**src/rtl/input_debounce_conditioner.sv**
```systemverilog
`timescale 1ns/1ps
`default_nettype none
// ============================================================================
// Module   : input_debounce_conditioner
// Brief    : Per-bit synchroniser and debouncer with change strobe/mask and a
//            saturating accepted-change counter.
// Revision : 1.0
// ============================================================================
module input_debounce_conditioner #(
    parameter int               WIDTH           = 8,
    parameter int               SYNC_STAGES     = 2,
    parameter int               DEBOUNCE_CYCLES = 16,
    parameter logic [WIDTH-1:0] RESET_VALUE     = '0
) (
    input  logic             clk,
    input  logic             reset,
    input  logic             en,
    input  logic [WIDTH-1:0] din,
    input  logic             cnt_clear,
    output logic [WIDTH-1:0] stable_out,
    output logic             change_pulse,
    output logic [WIDTH-1:0] change_mask,
    output logic [7:0]       change_count
);

    localparam logic [7:0] c_cnt_max   = 8'(DEBOUNCE_CYCLES - 1);
    localparam logic [7:0] c_count_sat = 8'hFF;

    logic [WIDTH-1:0] r_sync [SYNC_STAGES];
    logic [WIDTH-1:0] w_s;
    logic [WIDTH-1:0] r_stable;
    logic [WIDTH-1:0] r_mask;
    logic [WIDTH-1:0] w_flag;
    logic [7:0]       r_cnt [WIDTH];
    logic [7:0]       r_count;

    // Plain flop chain: nothing may sit between stages.
    for (genvar j = 0; j < SYNC_STAGES; j++) begin : g_sync
        if (j == 0) begin : g_first
            always_ff @(posedge clk or posedge reset) begin
                if (reset) r_sync[j] <= RESET_VALUE;
                else       r_sync[j] <= din;
            end
        end else begin : g_next
            always_ff @(posedge clk or posedge reset) begin
                if (reset) r_sync[j] <= RESET_VALUE;
                else       r_sync[j] <= r_sync[j-1];
            end
        end
    end

    assign w_s = r_sync[SYNC_STAGES-1];

    always_comb begin
        w_flag = '0;
        for (int i = 0; i < WIDTH; i++) begin
            w_flag[i] = en && (w_s[i] != r_stable[i]) && (r_cnt[i] == c_cnt_max);
        end
    end

    always_ff @(posedge clk or posedge reset) begin
        if (reset) begin
            r_stable <= RESET_VALUE;
            r_mask   <= '0;
            for (int i = 0; i < WIDTH; i++) r_cnt[i] <= 8'd0;
        end else begin
            r_mask <= w_flag;
            for (int i = 0; i < WIDTH; i++) begin
                if (!en || (w_s[i] == r_stable[i])) begin
                    r_cnt[i] <= 8'd0;
                end else if (w_flag[i]) begin
                    r_stable[i] <= w_s[i];
                    r_cnt[i]    <= 8'd0;
                end else begin
                    r_cnt[i] <= r_cnt[i] + 8'd1;
                end
            end
        end
    end

    // Counter steps on the same edge that registers the mask; clear wins but
    // still counts a coincident change.
    always_ff @(posedge clk or posedge reset) begin
        if (reset) begin
            r_count <= 8'd0;
        end else if (cnt_clear) begin
            r_count <= (|w_flag) ? 8'd1 : 8'd0;
        end else if ((|w_flag) && (r_count != c_count_sat)) begin
            r_count <= r_count + 8'd1;
        end
    end

    assign stable_out   = r_stable;
    assign change_mask  = r_mask;
    assign change_pulse = |r_mask;
    assign change_count = r_count;

endmodule
`default_nettype wire

```
**config.mk**
```make
export PLATFORM = sky130hd
export DESIGN_NAME = input_debounce_conditioner
export DESIGN_NICKNAME = d
export VERILOG_FILES = /design/src/rtl/input_debounce_conditioner.sv
export SDC_FILE = /design/constraint.sdc
export NUM_CORES = 1
export LEC_CHECK = 0
export BUFFER_PORTS_ARGS = -buffer_cell sky130_fd_sc_hd__buf_2
export CORE_MARGIN = 3
export CORE_UTILIZATION = 50
export CTS_CLUSTER_DIAMETER = 50
export DETAILED_ROUTE_END_ITERATION = 16
export GPL_ROUTABILITY_DRIVEN = 0
export PLACE_DENSITY_LB_ADDON = 0.08
export SKIP_CTS_REPAIR_TIMING = 1
export SYNTH_ARGS = -nofsm -noshare
export SYNTH_HDL_FRONTEND = slang
export SYNTH_SLANG_ARGS = --single-unit
```
**constraint.sdc**
```tcl
create_clock -name clk -period 6.5 [get_ports clk]
set_input_delay 0.325 -clock clk [delete_from_list [all_inputs] [get_ports clk]]
set_output_delay 0.325 -clock clk [all_outputs]
set_load 0.01 [all_outputs]
```
==> results.py <==
metrics = {
    "run_status": {
        "status": "complete, no violations",
    },
    "placement": {
        "dp_hpwl_mm": 5.39,
        "io_buffer_count": 36,
        "place_ws_ps": 4260,
    },
    "cts": {
        "h-tree-depth": 3,
        "clkSinkCount": 104,
        "worstSkewPairLatency_ps": 360,
        "cts_tree": "done",
        "clk_pin_slew_ps": 100,
        "cts_made_buffers": 9,
        "clockRootBuffer": "clkbuf_8",
        "clockBufferDepth": 2,
    },
    "floorplanning": {
        "die_height_um": 99.6,
        "start_util": 0.525,
        "die_w_um": 99.6,
        "num_rows": 33,
        "pin_count": 37,
        "dieArea_mm2": 0.00991,
        "core-area_mm2": 0.00834,
    },
    "synth": {
        "ys_seq_area_frac": 0.595,
        "synth.cell_area_mm2": 0.00438,
        "synth_edf_count": 0,
        "ys_types": 29,
        "synth_top_flop_cell": "dfrtp_1",
        "synthCells": 399,
        "synth_nets": 420,
        "yosysTopAreaCell": "dfrtp_1",
        "synth-seq-cells": 104,
        "syn_area_per_cell_um2": 11.0,
        "synthTopCellsByArea": "dfrtp_1 (59%), xor2_1 (6.0%), nor2_1 (5.7%)",
        "yosys_warnings": 0,
        "synth_top_area_frac": 0.595,
        "synthArstFlopShare": 1.00,
    },
    "global_routing": {
        "grt_pass1_wl_mm": 13.1,
        "grtUsageMet2": 0.258,
        "use_met1": 0.228,
        "gr-usage-met3": 0.0407,
        "first_global_vias": 2838,
        "antenna_found_initial": 0,
        "grt.busiest_layer": "met2",
        "grt_max_degree": 54,
        "track_usage": 0.164,
        "grt_overflow": 0,
    },
    "worst_setup_path": {
        "path_cells": "nor4_2 -> nand4_1 -> nand4_1 -> o21ai_2 -> or4_1 -> a21oi_1",
        "arrival_ps": 2450,
        "start_kind": "flop",
        "path_class": "flop to flop",
        "critPathSlowestCell": "or4_1",
        "cpMostUsedCell": "nand4_1",
        "crit_required_ps": 6780,
        "cp_max_fo": 13,
        "slowest_delay_ps": 530,
        "end_kind": "flop",
    },
    "run": {
        "maxCapViolCount": 0,
    },
    "drt": {
        "drtAntennaViolNets": 0,
        "wl_per_cell_um": 13.7,
        "avgViaCountPerCell": 5.22,
        "vias": 2879,
        "drtPass1Iterations": 4,
        "drt_wl_total_mm": 7.56,
        "drc": 0,
        "drt_iter0_markers": 107,
    },
    "sta": {
        "holdWs_ps": 45.4,
        "rsz0062_at_grt": "false",
        "finalSetupTns_ps": 0,
        "slew_headroom": 0.571,
        "skew_ps": 17.3,
        "clock.fmax_mhz": 460,
        "setup_ws_ps": 4320,
        "slew_viol_final": 0,
        "finalCriticalPeriod_ps": 2180,
        "setup_viol": 0,
        "worst_slew_pin_slew_ps": 643,
        "finalHoldViolCount": 0,
        "fin_crit_sh": 0.335,
    },
    "layout": {
        "drive_gt1_frac": 0.152,
        "layout_common_cells": "dfrtp_1 (104), nor2_1 (66), nand2_1 (51), nand3_1 (36), buf_2 (36)",
        "final_common_cell": "dfrtp_1",
        "utilization": 0.580,
        "num_antenna_cells": 0,
        "area_growth_syn_to_layout_pct": 10.4,
        "n_fill_cell": 745,
        "final_nets": 463,
    },
    "power": {
        "ir_drop_v": 0.000120,
        "power.leakage_nw": 2.40,
        "power_density_mw_per_mm2": 218,
        "total_power_mw": 1.05,
    },
    "worst_hold_path": {
        "min_path_type": "input port to asynchronous set/reset pin",
    },
}
## per-layer routing
layer | vias up | share of wire
met5 | - | 0
met4 | 0 | 0.010
met3 | 6 | 0.044
met2 | 55 | 0.46
met1 | 1402 | 0.49
li1 | 1416 | -
## per-stage QoR
step                instances  cell area, µm²
finish                    552            4830
global route              552            4830
CTS                       552            4830
detailed placement        536            4660
global placement          536            4660
floorplan                 399            4380
## sequential cells by signal, summed over array words and instances, names as in the netlist
register      count
stable_out        8
change_mask       8
r_cnt            64
w_s               8
change_count      8
r_sync            8
## final cells by class
cell class	instances	area (µm²)	area share
sequential	104	2600	0.538
multi-input combinational	279	1700	0.351
timing repair buffer	37	188	0.0388
tap	105	131	0.0272
clock buffer	10	128	0.0264
inverter	11	43.8	0.00906
clock inverter	6	42.5	0.00880
## power by group
| part | switching (mW) | internal [mW] | leakage (nW) | total [mW] |
|---|---|---|---|---|
| combinational | 0.0267 | 0.00838 | 0.908 | 0.0351 |
| clock | 0.214 | 0.141 | 0.0831 | 0.355 |
| sequential | 0.00606 | 0.656 | 1.41 | 0.662 |
| total | 0.247 | 0.805 | 2.40 | 1.05 |
## worst paths after layout
kind                           start         endpoint  slack [ps]  cells past startpoint
max reg2reg                r_cnt[36]  change_count[5]        4320                      6
max                        r_cnt[36]  change_count[5]        4320                      6
max in group asynchronous      reset        r_cnt[10]        5350                      3
min                            reset         r_cnt[3]          50                      2
min reg2reg                r_sync[8]           w_s[0]         350                      0
min in group clk              din[4]       r_sync[12]          70                      1
## cell usage after synthesis, drive strengths merged (3+ instances only)
library cell and n:
a21oi 6, and3 18, buf 3, dfrtp 104, ha 9, inv 11, nand2 51, nand3 36
nand4 10, nor2 66, nor4 10, o21ai 6, or3 3, xnor2 24, xor2 32
## cell families (layout without fill, tap and decap cells)
family	count (synthesis)	count (layout)	share of synthesized area
and+or+nand+nor	198	198	0.224
xor gates and xnor gates	56	56	0.115
AOI/OAI and AO/OA	15	15	0.0200
DFF	104	104	0.595
buffers and inverters	16	64	0.0174
muxes	1	1	0.00229
adders and majority gates	9	9	0.0257
## critical path, delay by kind of cell, from the launching register on
kind	cells	cell delay, ps
AO/OA/AOI/OAI	2	340
flip-flops	1	430
AND/OR/NAND/NOR	4	1330
(Power assumes the default switching activity.)
